[src/rtl/fetch_stage.sv]
// fetch_stage: front end of the RV32IM core.
// Holds the fetch PC, issues one instruction-memory request at a time, and
// loads the fetch/decode pipeline register that decode consumes. A response
// that lands while decode is stalled is parked in hold_buf; a response that a
// flush has made stale is discarded in S_DROP.
module fetch_stage #(
  parameter int              XLEN     = 32,
  parameter logic [XLEN-1:0] PC_RESET = 32'h0000_0000
) (
  input  logic            clk_i,
  input  logic            rst_i,
  input  logic            stall_i,
  input  logic            flush_i,
  input  logic [XLEN-1:0] redirect_pc_i,
  output logic            instr_req_o,
  output logic [XLEN-1:0] instr_addr_o,
  input  logic            instr_ready_i,
  input  logic [XLEN-1:0] instr_i,
  output logic [XLEN-1:0] instr_o,
  output logic [XLEN-1:0] pc_o,
  output logic            instr_valid_o
);

  localparam logic [XLEN-1:0] NOP = XLEN'(32'h0000_0013);

  // S_REQ  : request for fetch_addr outstanding, response goes to decode
  // S_DROP : request outstanding but made stale by a flush; pending_pc is next
  // S_HOLD : response parked in hold_buf while decode is stalled, no request
  typedef enum logic [1:0] {
    S_REQ  = 2'd0,
    S_DROP = 2'd1,
    S_HOLD = 2'd2
  } state_t;

  state_t          state_q, state_d;
  logic            req_en_q;
  logic [XLEN-1:0] fetch_addr_q, fetch_addr_d;
  logic [XLEN-1:0] pending_pc_q, pending_pc_d;
  logic [XLEN-1:0] hold_buf_q, hold_buf_d;
  logic [XLEN-1:0] instr_q, instr_d;
  logic [XLEN-1:0] pc_q, pc_d;
  logic            valid_q, valid_d;

  logic            handshake;
  logic [XLEN-1:0] redirect_pc;
  logic [XLEN-1:0] fetch_addr_inc;
  logic [XLEN-1:0] hold_pc;

  // req_en_q keeps the request low for the first cycle after reset so the
  // first request appears one cycle after rst_i deasserts.
  assign instr_req_o   = req_en_q && (state_q != S_HOLD);
  assign instr_addr_o  = fetch_addr_q;
  assign instr_o       = instr_q;
  assign pc_o          = pc_q;
  assign instr_valid_o = valid_q;

  // A strobe only counts while our request is on the bus.
  assign handshake      = instr_req_o && instr_ready_i;
  // Redirect targets are word aligned; the two low bits are forced to zero.
  assign redirect_pc    = redirect_pc_i & ~XLEN'(3);
  // Wraps modulo 2^XLEN with no fault.
  assign fetch_addr_inc = fetch_addr_q + XLEN'(4);
  // fetch_addr already advanced past the parked instruction.
  assign hold_pc        = fetch_addr_q - XLEN'(4);

  // Next-state and datapath decisions for the fetch FSM.
  always_comb begin
    // NOTE: every *_d gets its hold value first, so no path leaves one
    // unassigned and no latch is inferred.
    state_d      = state_q;
    fetch_addr_d = fetch_addr_q;
    pending_pc_d = pending_pc_q;
    hold_buf_d   = hold_buf_q;
    instr_d      = instr_q;
    pc_d         = pc_q;
    valid_d      = valid_q;

    case (state_q)
      S_REQ: begin
        if (flush_i) begin
          valid_d = 1'b0;
          if (handshake || !req_en_q) begin
            // Response (if any) is wrong-path; restart at the target now.
            fetch_addr_d = redirect_pc;
          end else begin
            // Our request is still in flight; wait for it, then redirect.
            pending_pc_d = redirect_pc;
            state_d      = S_DROP;
          end
        end else if (handshake) begin
          fetch_addr_d = fetch_addr_inc;
          if (!stall_i) begin
            instr_d = instr_i;
            pc_d    = fetch_addr_q;
            valid_d = 1'b1;
          end else begin
            hold_buf_d = instr_i;
            state_d    = S_HOLD;
          end
        end else if (!stall_i) begin
          valid_d = 1'b0;
        end
      end

      S_DROP: begin
        valid_d = 1'b0;
        if (handshake) begin
          fetch_addr_d = flush_i ? redirect_pc : pending_pc_q;
          state_d      = S_REQ;
        end else if (flush_i) begin
          pending_pc_d = redirect_pc;
        end
      end

      S_HOLD: begin
        if (flush_i) begin
          valid_d      = 1'b0;
          fetch_addr_d = redirect_pc;
          state_d      = S_REQ;
        end else if (!stall_i) begin
          instr_d = hold_buf_q;
          pc_d    = hold_pc;
          valid_d = 1'b1;
          state_d = S_REQ;
        end
      end

      default: begin
        state_d = S_REQ;
      end
    endcase
  end

  // State and datapath registers with synchronous reset.
  always_ff @(posedge clk_i) begin
    if (rst_i) begin
      // NOTE: pending_pc and hold_buf are reset too; they are plain flops, not
      // a memory array, so this costs nothing and keeps reset deterministic.
      state_q      <= S_REQ;
      req_en_q     <= 1'b0;
      fetch_addr_q <= PC_RESET;
      pending_pc_q <= PC_RESET;
      hold_buf_q   <= NOP;
      instr_q      <= NOP;
      pc_q         <= PC_RESET;
      valid_q      <= 1'b0;
    end else begin
      // NOTE: non-blocking assignments so every flop samples pre-edge values.
      state_q      <= state_d;
      req_en_q     <= 1'b1;
      fetch_addr_q <= fetch_addr_d;
      pending_pc_q <= pending_pc_d;
      hold_buf_q   <= hold_buf_d;
      instr_q      <= instr_d;
      pc_q         <= pc_d;
      valid_q      <= valid_d;
    end
  end

endmodule
[config.mk]
export PLATFORM = sky130hd
export DESIGN_NAME = fetch_stage
export DESIGN_NICKNAME = d
export VERILOG_FILES = /design/src/rtl/fetch_stage.sv
export SDC_FILE = /design/constraint.sdc
export NUM_CORES = 1
export LEC_CHECK = 0
export CAP_MARGIN = 20
export CORE_AREA = 2 2 166 119
export CTS_BUF_LIST = sky130_fd_sc_hd__clkbuf_4 sky130_fd_sc_hd__clkbuf_8 sky130_fd_sc_hd__clkbuf_16
export CTS_CLUSTER_DIAMETER = 200
export DETAILED_ROUTE_END_ITERATION = 16
export DIE_AREA = 0 0 168 121
export HOLD_SLACK_MARGIN = 0.02
export PLACE_DENSITY = 0.68
export SYNTH_ARGS = -nofsm -noshare
export SYNTH_HDL_FRONTEND = slang
export SYNTH_SLANG_ARGS = --single-unit
[constraint.sdc]
create_clock -name clk_i -period 4.5 [get_ports clk_i]
set_input_delay 0.9 -clock clk_i [delete_from_list [all_inputs] [get_ports clk_i]]
set_output_delay 0.9 -clock clk_i [all_outputs]
set_load 0.03 [all_outputs]
==> out/qor.tcl <==
set qor(timing.critical_path.from) {state_q[0]}
set qor(dpl.cell_count) 1374
set qor(worstSetupPathType) {reg -> out}
set qor(cts_max_path_buffers) 2
set qor(global_route.overflow_total) 0
set qor(final_net_count) 1226
set qor(clk_root_buffer_cell) {clkbuf_16}
set qor(cts_resized) 0
set qor(synthesis.area_per_instance_um2) 7.91
set qor(remaining_drcs) 0
set qor(final_cell_area_mm2) 0.0106
set qor(detailedPlace.worstSlack_ns) 1.43
set qor(maxSlewHeadroom) 0.373
set qor(cts_post_setup_buffers_inserted) 0
set qor(prevailing_post_synth_register_cell) {dfxtp_1}
set qor(drt.antenna.violating_nets) 0
set qor(synthesis.instances) 1051
set qor(first_pass_iters) 5
set qor(synth_sequential_area_ratio) 0.395
set qor(max_slew.worst_pin.slew_ns) 0.940
set qor(numClockSinks) 164
set qor(grt_max_degree) 119
set qor(max_cap_violations) 0
set qor(worstHoldPathType) {reg -> reg}
set qor(timing.critical_path.required_ns) 3.60
set qor(r2r-start) {state_q[0]}
set qor(instance_area_after_placement_mm2) 0.0100
set qor(report.final.hold_viol_count) 0
set qor(final_setup_vio_count) 0
set qor(drt-wirelength-per-cell_um) 17.3
set qor(route.detailed.vias_per_inst) 5.69
set qor(floorplan.core_area_mm2) 0.0187
set qor(slowest_delay_ns) 0.68
set qor(post-synth-top-area-fraction) 0.395
set qor(final_max_slew_viol_count) 0
set qor(detailroute.via_count) 8000
set qor(rsz_0062_raised_after_global_routing) {false}
set qor(grt_pass1_wl_um) 39400
set qor(setup_tns_ns) 0
set qor(vdd_drop_max_uv) 385
set qor(asr_flop_ratio_synth) 0
set qor(timing.critical_path.to) {instr_req_o}
set qor(timing.final.crit_period_ns) 3.10
set qor(numPortBuffers) 164
set qor(synth_seq_cells) 164
set qor(biggest_area_contributors_in_the_synthesized_netlist) {dfxtp_1 (39%), nand2_1 (7.6%), a21oi_1 (6.5%)}
set qor(number_of_global_route_vias_before_repair) 7356
set qor(power-per-cell-area_mw_per_mm2) 581
set qor(cts_tree) {built}
set qor(syn-num-nets) 1126
set qor(gp_congestion) 0.826
set qor(end_kind) {output pin}
set qor(synth_largest_area_cell) {dfxtp_1}
set qor(std_cell_rows) 42
set qor(synthToLayoutAreaGrowth_pct) 27.4
set qor(antennaDiodeCount) 0
set qor(initial_core_util) 0.446
set qor(timing.reg2reg.worst_path_depth) 8
set qor(ys_types) 68
set qor(arrival_ns) 2.20
set qor(drt_wl_total_um) 24300
set qor(floorplan.die.height_um) 121
set qor(timing.critical_path.from_type) {flip-flop}
set qor(clock_network_latency_to_the_later_pin_of_the_worst_skew_pair_ns) 0.44
set qor(layoutNonFillerInstCount) 1406
set qor(grt.total_usage) 0.240
set qor(outcome) {finished clean}
set qor(clk_transition_reported_paths_ns) 0.08
set qor(layout-drive-gt1-share) 0.0584
set qor(n_fill_cell) 1728
set qor(antenna_violations_before_repair) 0
set qor(regToRegSetupSlack_ns) 1.66
set qor(cts_max_level) 4
set qor(path_max_fanout) 44
set qor(detailed_place_hpwl_um) 15900
set qor(max_freq_mhz) 322
set qor(tritoncts.num_buffers) 17
set qor(multi_input_area_mm2) 0.00455
set qor(slowest_library_cell_on_the_worst_path) {clkdlybuf4s50_1}
set qor(die_w_um) 168
set qor(finalWorstSetupSlack_ns) 1.40
set qor(drt_iter0_markers) 700
set qor(final-seq-area_mm2) 0.00328
set qor(synth-edff-count) 0
set qor(cts_hold_repair.buffers) 0
set qor(floorplan.die_area_mm2) 0.0203
set qor(min_period_over_period) 0.690
set qor(sequence_of_cells_on_the_critical_path) {inv_1, ha_4, nor2b_1, clkdlybuf4s50_1}
set qor(reg2reg_to) {pc_o[17]}
set qor(ys.warnings.count) 0
set qor(worst_case_clock_skew_ns) 0.0164
set qor(timing.hold.ws_ns) 0.454
set qor(synth_area_mm2) 0.00832
set qor(power.leakage_nw) 3.54
set qor(num_io_pins) 167
==> sequential cells by signal, summed over array words and instances (netlist names) <==
signal and flops:
hold_buf_q 32, instr_addr_o 32, instr_o 32, pc_o 32
pending_pc_q 32, state_q 2, instr_valid_o 1, req_en_q 1
==> worst max-delay path, delay by kind of cell, from the launching register on <==
family / cells / cell delay [ns]
buf+inv: 2 / 0.82
fa+ha+maj: 1 / 0.35
simple gates: 1 / 0.17
flops: 1 / 0.42
==> power by group <==
part           switching (mW)  total, mW  internal [mW]
Combinational            1.63       2.68           1.05
Clock                   0.711       1.45          0.743
Sequential              0.354       2.02           1.67
==> kinds of logic after synthesis <==
kind of cell	Yosys count	share of synthesized area
buffers and inverters	128	0.0605
muxes	40	0.0484
xor gates and xnor gates	30	0.0316
DFF	164	0.395
and+or+nand+nor	373	0.207
AOI/OAI and AO/OA	310	0.249
adders and majority gates	6	0.00903
==> area by class of cell <==
type	instances	area share
Clock buffer	17	0.0401
Clock inverter	15	0.0146
Inverter	28	0.00992
Multi-Input combinational cell	759	0.430
Sequential cell	164	0.310
Tap cell	242	0.0286
Timing Repair Buffer	181	0.167
==> Yosys cell counts (5+ instances only) <==
library cell / number
nand2_1: 169
dfxtp_1: 164
a21oi_1: 108
nor2_1: 96
clkbuf_1: 82
a211oi_1: 63
mux2i_1: 38
o21ai_0: 29
inv_1: 27
nand3_1: 20
nor3_1: 17
xnor2_1: 17
a221oi_1: 16
a22oi_1: 13
xor2_1: 13
buf_1: 11
nand4_1: 10
o211ai_1: 9
o21a_1: 9
and4_1: 8
o2bb2ai_1: 8
and3_1: 7
nor4_1: 7
a22o_1: 6
a311oi_1: 6
ha_1: 6
nor2b_1: 6
o31ai_1: 6
or3_1: 6
nand3b_1: 5
==> layer usage <==
metal | GRT usage | routed length [um]
met1 | 0.332 | 11600
met2 | 0.372 | 10700
met3 | 0.0678 | 1750
met4 | 0.0543 | 261
met5 | 0 | 0
==> how the worst min path moves through the flow <==
stage                                 from               end  slack [ns]  depth (start not counted)
after detailed placement    hold_buf_q[24]    hold_buf_q[24]        0.45                          2
after floorplan            pending_pc_q[3]   pending_pc_q[3]        0.43                          2
after global placement             pc_o[3]           pc_o[3]        0.44                          2
final                        hold_buf_q[7]     hold_buf_q[7]        0.45                          2
after global routing      pending_pc_q[12]  pending_pc_q[12]        0.47                          2
after CTS                   hold_buf_q[10]    hold_buf_q[10]        0.46                          2
==> through the flow <==
| stage | power, mW | utilization |
|---|---|---|
| 2_1_floorplan | 3.82 | - |
| 3_3_place_gp | 4.66 | 0.537 |
| 3_5_place_dp | 4.70 | 0.537 |
| 4_1_cts | 6.17 | 0.568 |
| 5_1_grt | 6.53 | 0.568 |
| 6_report | 6.16 | 0.568 |
==> placed cells by master, fill, tap and decap left out, drive strengths merged, types with 5 or more instances in the layout <==
cell / n
a211oi: 63
a21oi: 108
a221oi: 16
a22o: 6
a22oi: 13
a311oi: 6
and3: 7
and4: 8
buf: 19
clkbuf: 17
clkdlybuf4s50: 162
dfxtp: 164
ha: 6
inv: 37
mux2i: 38
nand2: 170
nand3: 20
nand3b: 5
nand4: 10
nor2: 96
nor2b: 6
nor3: 17
nor4: 10
o211ai: 9
o21a: 9
o21ai: 30
o2bb2ai: 8
o31ai: 6
or3: 6
or4: 5
xnor2: 17
xor2: 13
Power figures use the tool's default switching activity.
